**config.mk**
```make
export PLATFORM = sky130hd
export DESIGN_NAME = dp_accum
export DESIGN_NICKNAME = d
export VERILOG_FILES = /design/src/rtl/dp_accum.sv
export SDC_FILE = /design/constraint.sdc
export NUM_CORES = 1
export LEC_CHECK = 0
export CAP_MARGIN = 20
export CORE_MARGIN = 10
export CORE_UTILIZATION = 45
export DETAILED_ROUTE_END_ITERATION = 8
export MAX_ROUTING_LAYER = met4
export PLACE_DENSITY = 0.74
export SETUP_SLACK_MARGIN = 0.1
export SYNTH_ARGS = -nofsm -noshare
export SYNTH_HDL_FRONTEND = slang
export SYNTH_SLANG_ARGS = --single-unit
```
**constraint.sdc**
```tcl
create_clock -name clk -period 4.3 [get_ports clk]
set_clock_uncertainty 0.2 [all_clocks]
set_input_delay 0.43 -clock clk [delete_from_list [all_inputs] [get_ports clk]]
set_output_delay 0.43 -clock clk [all_outputs]
set_load 0.02 [all_outputs]
```
**src/rtl/dp_accum.sv**
```systemverilog
// Accumulates per-precision SIMD dot-product sums over a programmed number of beats
// and hands the total downstream. Define DP_ACC_SAT_EN to saturate instead of wrap.
module dp_accum #(
    parameter int ACC_W = 48,   // must be >= 35 to hold a single int16 sum
    parameter int CNT_W = 8
) (
    input  logic             clk,
    input  logic             nrst,
    input  logic             start,
    input  logic [1:0]       mode,
    input  logic [CNT_W-1:0] len,
    input  logic             in_valid,
    output logic             in_ready,
    input  logic [34:0]      sum_int16,
    input  logic [18:0]      sum_int8,
    input  logic [11:0]      sum_int4,
    input  logic [10:0]      sum_int2,
    output logic             out_valid,
    input  logic             out_ready,
    output logic [ACC_W-1:0] out_acc,
    output logic             busy,
    output logic             ovf
);

    typedef enum logic [1:0] {IDLE, ACCUM, DONE} state_t;

    typedef struct packed {
        logic [1:0]       mode;
        logic [CNT_W-1:0] len;
    } job_t;

    state_t           state, state_d;
    job_t             job_q;
    logic [ACC_W-1:0] acc, acc_nxt, out_acc_q;
    logic [CNT_W-1:0] cnt, cnt_inc;
    logic [34:0]      sel;
    logic [ACC_W:0]   sum_w;
    logic             carry, accept, last_beat, load, ack;
    logic             ovf_q, out_valid_q;

    // Only the latched mode steers the mux, so mid-job mode changes are harmless.
    always_comb begin
        sel = '0;
        case (job_q.mode)
            2'd0:    sel = 35'(sum_int2);
            2'd1:    sel = 35'(sum_int4);
            2'd2:    sel = 35'(sum_int8);
            default: sel = sum_int16;
        endcase
    end

    assign sum_w = {1'b0, acc} + {1'b0, ACC_W'(sel)};
    assign carry = sum_w[ACC_W];

`ifdef DP_ACC_SAT_EN
    // Once pinned at all-ones, any further non-zero beat carries again and re-pins.
    assign acc_nxt = carry ? '1 : sum_w[ACC_W-1:0];
`else
    assign acc_nxt = sum_w[ACC_W-1:0];
`endif

    assign cnt_inc   = cnt + CNT_W'(1);
    assign load      = (state == IDLE) && start;
    assign accept    = (state == ACCUM) && in_valid;
    assign last_beat = accept && (cnt_inc == job_q.len);
    assign ack       = (state == DONE) && out_ready;

    always_comb begin
        state_d = state;
        case (state)
            IDLE:    if (start) state_d = (len == '0) ? DONE : ACCUM;
            ACCUM:   if (last_beat) state_d = DONE;
            DONE:    if (out_ready) state_d = IDLE;
            default: state_d = IDLE;
        endcase
    end

    always_ff @(posedge clk or negedge nrst) begin
        if (!nrst) state <= IDLE;
        else       state <= state_d;
    end

    always_ff @(posedge clk or negedge nrst) begin
        if (!nrst) begin
            job_q       <= '0;
            acc         <= '0;
            cnt         <= '0;
            ovf_q       <= 1'b0;
            out_valid_q <= 1'b0;
            out_acc_q   <= '0;
        end else if (load) begin
            job_q <= '{mode: mode, len: len};
            acc   <= '0;
            cnt   <= '0;
            ovf_q <= 1'b0;
            if (len == '0) begin
                out_valid_q <= 1'b1;
                out_acc_q   <= '0;
            end
        end else if (accept) begin
            acc <= acc_nxt;
            cnt <= cnt_inc;
            if (carry) ovf_q <= 1'b1;
            // Result is captured on the accepting edge so out_valid has 1-cycle latency.
            if (last_beat) begin
                out_valid_q <= 1'b1;
                out_acc_q   <= acc_nxt;
            end
        end else if (ack) begin
            out_valid_q <= 1'b0;
        end
    end

    assign in_ready  = (state == ACCUM);
    assign busy      = (state != IDLE);
    assign out_valid = out_valid_q;
    assign out_acc   = out_acc_q;
    assign ovf       = ovf_q;

endmodule

```
==> results by stage, run 1 <==
Power:
- The switching power is 2.61 mW.
- The internal portion of the total power is 3.70 mW.
- For this design the ratio of total power to cell area is 659 nW/µm².
- Sequential cells account for 26.6% of the total power.
- Summed over all cells, the static leakage comes to 4.24 nW.
- Of the total power, the share spent switching nets is 41.4%.
- The clock network fraction of total power is 22.4%.
- Across the VDD grid, the largest voltage drop is 349 µV.
- The relative contribution of combinational cells to total power is 51.0%.

Timing:
- After routing, the total negative slack on setup checks comes to 0 ps.
- After layout, the worst setup slack is 438 ps.
- For the finished layout, the period the worst path requires is 3860 ps.
- The actual slew at the worst max-slew pin is 902 ps.
- The count of final hold-check violations is 0.
- The total count of max-transition violations in the final report came to 0.
- Setup repair after global routing left no endpoint under its margin.
- Timing would allow up to 259 MHz.
- The relative max-transition margin is 39.9%.
- The period utilization is 89.8%.
- The final count of negative-setup-slack endpoints is 0.

Critical path:
- The setup path with the least slack is of type register to register.
- The data arrival time of the critical path is 3960 ps.
- In this run the critical register-to-register path is captured at acc[27].
- In this run the register-to-register setup slack is 440 ps.
- The critical path starts at job_q[9].
- STA puts the critical path data required time at 4400 ps.
- The worst setup path endpoint is acc[27].
- Measured in cells, the most critical reg-to-reg path has a length of 12.
- The category of the worst setup path capture point is a register.
- The startpoint identified for the worst register-to-register timing path is job_q[9].
- The worst setup path is launched from a register.
- The largest fanout on the critical path is 10.

Logic synthesis:
- The post-synthesis instance area is 7290 µm².
- The post-synthesis net count is 941.
- After synthesis, the netlist uses 61 different library cells.
- After synthesis, the cell types taking the most area are sky130_fd_sc_hd__dfrtp_1, sky130_fd_sc_hd__nand2_1, sky130_fd_sc_hd__ha_1.
- The mean cell area of the mapped netlist is 9.01 µm².
- The biggest area contributor in the post-synthesis netlist is sky130_fd_sc_hd__dfrtp_1.
- The primary flip-flop cell chosen by synthesis mapping is sky130_fd_sc_hd__dfrtp_1.
- After synthesis the netlist holds a flip-flop and latch count of 118.
- The multiplexer share of the synthesized area is 4.86%.
- Of the synthesized area, sequential elements account for 40.5%.
- The number of enable flip-flop cells after synthesis is 0.
- The proportion of synthesized flip-flops having asynchronous set or reset is 100%.
- The post-synthesis compound-gate area fraction is 18.7%.
- After Yosys synthesis, XOR and XNOR cells account for 7.57% of the synthesized area.
- Yosys printed 0 warnings.
- The share of Yosys cell area claimed by the top area cell type is 40.5%.
- After technology mapping, the gate count stands at 809.
- The post-synthesis simple-gate area fraction is 18.4%.
- Summing the areas of all fa, ha and maj instances in the mapped netlist gives 6.97% of the synthesized area.
- By area, the combinational part of the netlist is dominated by compound AO/OA/AOI/OAI gates.

Finish:
- The final standard cell area without fillers is 9570 µm².
- In the layout the commonest cells are sky130_fd_sc_hd__nand2_1, sky130_fd_sc_hd__clkdlybuf4s50_1, sky130_fd_sc_hd__dfrtp_1.
- The diode insertion count for antenna repair is 0.
- The most frequent standard cell in the layout excluding fill and tap cells is sky130_fd_sc_hd__nand2_1.
- Counting the fill cells in the layout gives 1379.
- The layout-stage area growth over the synthesis result is 31.3%.
- The final layout contains 1080 nets.
- The fraction of final layout cells sized beyond drive strength 1 is 7.40%.

Floorplanning:
- The overall die height is 147 µm.
- During I/O placement, the number of pins put on the boundary was 144.
- The die area is 21700 µm².
- The initial utilization of the core area, before any placement, comes to 45.9%.
- The site row count is 46.
- The die extent in x is 147 µm.
- The floorplan step defined a core boundary enclosing 15900 µm².

Global routing:
- For met1 alone, demand over resource in global routing was 24.4%.
- The met3 routing resource usage after global routing is 3.69%.
- The via count of the first global-routing pass is 6507.
- The initial antenna violation count is 0.
- In the global route stage, met2 resource usage came out at 31.7%.
- The maximum number of pins on one net before global-route repair is 70.
- The global-route usage over all layers is 19.5%.
- The first global-routing pass estimated 33.7 mm of wire.
- Global routing finished with a remaining overflow of 0.
- met2 is the most crowded layer.

CTS:
- TritonCTS created 17 clock buffers.
- The sink count of the clock tree is 118.
- The depth of the CTS H-tree is 4.
- For the worst-skew pair, the clock arrives at the later sink with an insertion delay of 420 ps.
- TritonCTS built the clock tree.
- The library cell used as clock root buffer is sky130_fd_sc_hd__clkbuf_16.
- In this run the deepest clock path goes through 2 buffers.
- In this run the post-CTS setup repair buffer count came out at 0.
- The clock transition at the registers of the reported paths is 60 ps.

Outcome:
- The flow ran to the end, and the final reports show no timing, DRC or antenna violations.

Place:
- At the end of routability-driven placement, the weighted congestion stood at 0.952.
- Prior to clock tree synthesis, the placed netlist has a worst setup slack of 149 ps.
- The number of port buffers is 143.
- Summing all placed instances gives a cell area of 8980 µm².
- The half-perimeter wire length after detailed placement is 15.1 mm.

Drt:
- The initial DRC count is 365.
- The via density per instance is 5.56.
- After detailed routing, the average wire length per cell comes to 17.5 µm.
- The count of nets left with antenna violations after detail routing is 0.
- The iteration count of the initial detailed-routing pass is 5.
- The number of design rule violations left after detail routing is 0.
- Across all layers, the routed design uses 6535 vias.
- The final wirelength is 20.6 mm.

Hold path:
- The worst hold path was traced through 2 stages.
- The path class of the tightest hold or removal check is register to register.

Run:
- The tool flagged a number of max-cap violations equal to 0.
-- critical path, cell delays in order, from the launching register on --
cell                       delay [ps]
sky130_fd_sc_hd__dfrtp_1          630
sky130_fd_sc_hd__buf_4            230
sky130_fd_sc_hd__mux4_2           310
sky130_fd_sc_hd__ha_1             400
sky130_fd_sc_hd__nand2_1          110
sky130_fd_sc_hd__nor3_2           250
sky130_fd_sc_hd__o211ai_1         200
sky130_fd_sc_hd__a31oi_1          320
sky130_fd_sc_hd__o21ai_0          200
sky130_fd_sc_hd__o21ai_1          360
sky130_fd_sc_hd__a21boi_0         180
sky130_fd_sc_hd__xnor2_1          170
sky130_fd_sc_hd__a22o_1           190
-- how the worst min path moves through the flow --
stage                    start    endpoint  slack (ps)
global placement    out_acc[0]  out_acc[0]         250
floorplan                 nrst      acc[0]         -70
finish              out_acc[0]  out_acc[0]         270
detailed placement  out_acc[0]  out_acc[0]         270
CTS                 out_acc[0]  out_acc[0]         280
global route        out_acc[0]  out_acc[0]         300
-- registers in the layout, summed over array words and instances (netlist names) --
signal / cells
state: 2
cnt: 8
job_q: 10
ovf: 1
out_valid: 1
acc: 48
out_acc: 48
-- cell usage after synthesis (22+ instances only) --
cell and number:
sky130_fd_sc_hd__xnor2_1 23, sky130_fd_sc_hd__o31ai_1 22, sky130_fd_sc_hd__nor2_1 41, sky130_fd_sc_hd__ha_1 39
sky130_fd_sc_hd__and3_1 24, sky130_fd_sc_hd__a21oi_1 52, sky130_fd_sc_hd__xor2_1 40, sky130_fd_sc_hd__dfrtp_1 118
sky130_fd_sc_hd__nand3_1 25, sky130_fd_sc_hd__nand2_1 158, sky130_fd_sc_hd__clkbuf_1 28, sky130_fd_sc_hd__o21ai_0 72
-- metrics by stage --
step | utilization (%) | hold slack (ps) | instances | total power [mW]
after global placement | 56.5 | 250 | 1144 | 4.83
final | 60.2 | 272 | 1176 | 6.31
after global routing | 60.2 | 295 | 1176 | 6.79
after CTS | 60.2 | 275 | 1176 | 6.34
after floorplan | - | -65.6 | 809 | 3.88
after detailed placement | 56.5 | 268 | 1144 | 4.89
-- cell type report --
type | count | area [µm²] | share of cell area, %
inverter | 15 | 56.3 | 0.588
sequential | 118 | 2950 | 30.9
timing repair buffer | 160 | 1580 | 16.6
tap | 216 | 270 | 2.82
multi-input combinational | 636 | 4130 | 43.1
clock inverter | 10 | 130 | 1.36
clock buffer | 21 | 450 | 4.71
-- layer usage --
layer  routed length (µm)  up-vias
met3                  816       23
met4                  242        0
met5                    0        -
met2                10100      161
li1                     -     3183
met1                 9390     3168
-- power by group through the flow --
stage                     registers, mW  clock network, mW  logic [mW]
final                              1.68               1.42        3.22
after global routing               1.72               1.49        3.58
after CTS                          1.68               1.44        3.22
after detailed placement           1.69                  0        3.20
after global placement             1.68                  0        3.15
after floorplan                    1.77                  0        2.12
-- kinds of logic after synthesis --
family	Yosys count
xor gates and xnor gates	63
muxes	21
and+or+nand+nor	296
AOI/OAI and AO/OA	216
adders and majority gates	40
DFF	118
buffers and inverters	55
-- what timing repair did --
| action | 4_1_cts | 5_1_grt |
|---|---|---|
| endpoints found under the hold margin | 67 | 0 |
| resized for setup | 0 | 1 |
| setup endpoints to repair | 0 | 1 |
| hold buffers | 1 | 0 |
Note: power is estimated with default switching activity, not from simulation.
==> run 2, diff against run 1 <==
--- a/config.mk
+++ b/config.mk
@@ -9,7 +9,6 @@
 export CORE_MARGIN = 10
 export CORE_UTILIZATION = 45
 export DETAILED_ROUTE_END_ITERATION = 8
-export MAX_ROUTING_LAYER = met4
 export PLACE_DENSITY = 0.74
 export SETUP_SLACK_MARGIN = 0.1
 export SYNTH_ARGS = -nofsm -noshare
==> run 2 against run 1 <==
Effect of this change: count of clock-buffer cells in the layout up 5; combinational power about the same; die area unchanged; routed wire length up 1.0%; maximum frequency up 0.38%; register-to-register slack about the same; critical path depth unchanged; critical endpoint is now out_acc[27].
==> results by stage, run 2 (synthesis results as in run 1) <==
Power:
- The internal power consumption is 3.73 mW (+0.86%).
- The post-route total power is 6.34 mW (+0.50%).
- The clock network fraction of total power came to 22.7% (+0.3 points).
- The total power density per cell area was 660 nW/µm² (+0.14%).
- The switching power is 2.61 mW (about the same).
- The sequential group share of total power is 26.6% (about the same).
- The relative contribution of combinational cells to total power is 50.7% (-0.3 points).
- The static leakage power came to 4.25 nW (+0.21%).
- The maximum resistive drop on vdd is 352 µV (+0.86%).
- The switching portion of total power is 41.2% (-0.21 points).

Timing:
- The count of final hold-check violations is 0 (unchanged).
- The period utilization is 89.5% (-0.34 points).
- The final worst slack is 452 ps (+14.5 ps).
- The relative max-transition margin came to 51.0% (+11 points).
- The highest clock rate is 260 MHz (+0.38%).
- Setup repair after global routing left no endpoint under its margin.
- The actual slew at the worst max-slew pin is 734 ps (-168 ps).
- The final count of negative-setup-slack endpoints was 0 (unchanged).
- The time the final worst path needs with I/O delays and setup is 3850 ps (-14.5 ps).
- The total count of max-transition violations in the final report is 0 (unchanged).
- The setup total negative slack came to 0 ps (unchanged).

Drt:
- The initial DRC count is 487 (+33%).
- The count of nets left with antenna violations after detail routing came to 0 (unchanged).
- The number of design rule violations left after detail routing was 0 (unchanged).
- The total via count in the routed design is 6491 (-0.67%).
- The iteration count of the initial detailed-routing pass came to 5 (unchanged).
- The final wirelength is 20.8 mm (+1.0%).
- The routed wirelength normalized by instance count is 17.7 µm (+1.0%).
- The via density per instance is 5.52 (-0.67%).

Finish:
- The library cells used most frequently in the layout, excluding fill and tap cells, are sky130_fd_sc_hd__nand2_1, sky130_fd_sc_hd__clkdlybuf4s50_1, sky130_fd_sc_hd__dfrtp_1.
- The utilization after layout was 60.5% (+0.21 points).
- The net count reported at finish came to 1079 (-0.093%).
- The layout-stage area growth over the synthesis result is 31.7%.
- The number of filler cells placed in the layout is 1416 (+2.7%).
- The final standard cell area without fillers is 9600 µm² (+0.35%).
- The fraction of final layout cells sized beyond drive strength 1 is 7.50% (+0.10 points).
- The diode insertion count for antenna repair was 0 (unchanged).
- Leaving out fill and tap cells, the most frequent cell in the layout is sky130_fd_sc_hd__nand2_1.

Critical path:
- The endpoint required time on the critical path came to 4400 ps (about the same).
- The setup path with the least slack is of type register to register.
- The largest fanout on the critical path is 18 (+8).
- The data arrival time of the critical path came to 3950 ps (about the same).
- The category of the worst setup path capture point is a register.
- STA classifies the critical path startpoint as a register.

CTS:
- The maximum count of clock buffers along a single path is 2 (unchanged).
- The sink count of the clock tree is 118 (unchanged).
- The clock transition at the registers of the reported paths is 50 ps (about the same).
- The number of buffers inserted during clock tree synthesis is 17 (unchanged).
- TritonCTS built the clock tree.
- The worst-skew pair later-pin latency is 420 ps (about the same).
- The number of setup buffers added after CTS is 0 (unchanged).
- The depth of the CTS H-tree was 4 (unchanged).
- The root buffer cell chosen for the clock tree is sky130_fd_sc_hd__clkbuf_16.

Floorplanning:
- The overall die height was 147 µm (unchanged).
- The standard cell core area came to 15900 µm² (unchanged).
- The die extent in x is 147 µm (unchanged).
- The number of ports placed on the die boundary is 144 (unchanged).
- The die area is 21700 µm² (unchanged).
- The site row count was 46 (unchanged).
- The starting density of the core was 45.9% (unchanged).

Global routing:
- The global-route congestion overflow total is 0 (unchanged).
- The initial antenna violation count is 0 (unchanged).
- The global-route usage over all layers is 19.1% (-0.42 points).
- The maximum number of pins on one net before global-route repair is 66 (-5.7%).
- The first-pass GRT wire length was 33.9 mm (+0.55%).
- The via count of the first global-routing pass is 6584 (+1.2%).

Hold path:
- The worst min-delay path class is register to register.

Place:
- The global placement routability congestion was 0.927 (-2.7%).
- The post-placement worst setup slack was 119 ps (-30.2 ps).
- The half-perimeter wire length after detailed placement came to 15.1 mm (-0.11%).
- The number of port buffers is 143 (unchanged).
- The post-placement cell area was 8980 µm² (about the same).

Outcome:
- The run finished with clean final reports.

Run:
- The number of max-cap violations is 0 (unchanged).
[run 2: changes by cell type in the layout (fill, tap and decap cells not counted), sizes merged]
cell,delta
clkbuf,+5
clkinv,-3
buf,-1
bufinv,-1
[run 2: repair_timing]
| item | 4_1_cts | 5_1_grt |
|---|---|---|
| hold endpoints to repair | 53 | 0 |
| setup endpoints to repair | 0 | 3 |
| gates resized for setup | 0 | 2 |
| hold buffers | 1 | 0 |
[run 2: worst paths after layout]
path / from / cells past startpoint / slack, ps / endpoint
max in group asynchronous: nrst / 3 / 2690 / out_acc[16]
min in group asynchronous: nrst / 2 / 410 / out_acc[27]
worst min-delay path: out_acc[23] / 2 / 270 / out_acc[23]
worst min register to register: out_acc[23] / 2 / 270 / out_acc[23]
worst max register to register: job_q[8] / 12 / 450 / out_acc[27]
worst max-delay path: job_q[8] / 12 / 450 / out_acc[27]
[run 2: metrics by stage]
| step | hold WS [ps] | std cells |
|---|---|---|
| 2_1_floorplan | -65.6 | 809 |
| 3_3_place_gp | 252 | 1143 |
| 3_5_place_dp | 270 | 1143 |
| 4_1_cts | 282 | 1176 |
| 5_1_grt | 306 | 1176 |
| 6_report | 275 | 1176 |
[run 2: layout make-up]
cell class	count	area (µm²)	area share (%)
clock buffers	26	519	5.41
multi-input cells	636	4130	43.0
flip-flops and latches	118	2950	30.8
repair buffers	159	1590	16.5
clock inverters	6	88.8	0.925
inverters	15	56.3	0.586
well taps	216	270	2.81
[run 2: routing by layer]
metal,track usage (%),share of wire (%),routed length [µm],vias to the layer above
met5,0,0,0,-
met4,5.30,1.6,332,0
met3,4.88,4.9,1030,27
met2,31.6,49,10200,167
met1,24.1,45,9280,3129
li1,-,-,-,3168
[run 2: worst max-delay path: stages, from the launching register on]
cell and delay (ps):
sky130_fd_sc_hd__dfrtp_1 390, sky130_fd_sc_hd__buf_12 190, sky130_fd_sc_hd__mux4_2 520, sky130_fd_sc_hd__ha_1 400, sky130_fd_sc_hd__nand2_1 110, sky130_fd_sc_hd__nor3_2 250
sky130_fd_sc_hd__o211ai_1 190, sky130_fd_sc_hd__a31oi_1 350, sky130_fd_sc_hd__o21ai_0 200, sky130_fd_sc_hd__o21ai_1 390, sky130_fd_sc_hd__a21boi_0 190, sky130_fd_sc_hd__xnor2_1 170
sky130_fd_sc_hd__a22o_1 190
[run 2: power by group through the flow]
stage	logic, mW	clock network, mW	registers (mW)
global route	3.57	1.51	1.74
floorplan	2.12	0	1.77
CTS	3.22	1.46	1.69
finish	3.21	1.44	1.69
detailed placement	3.19	0	1.70
global placement	3.14	0	1.69
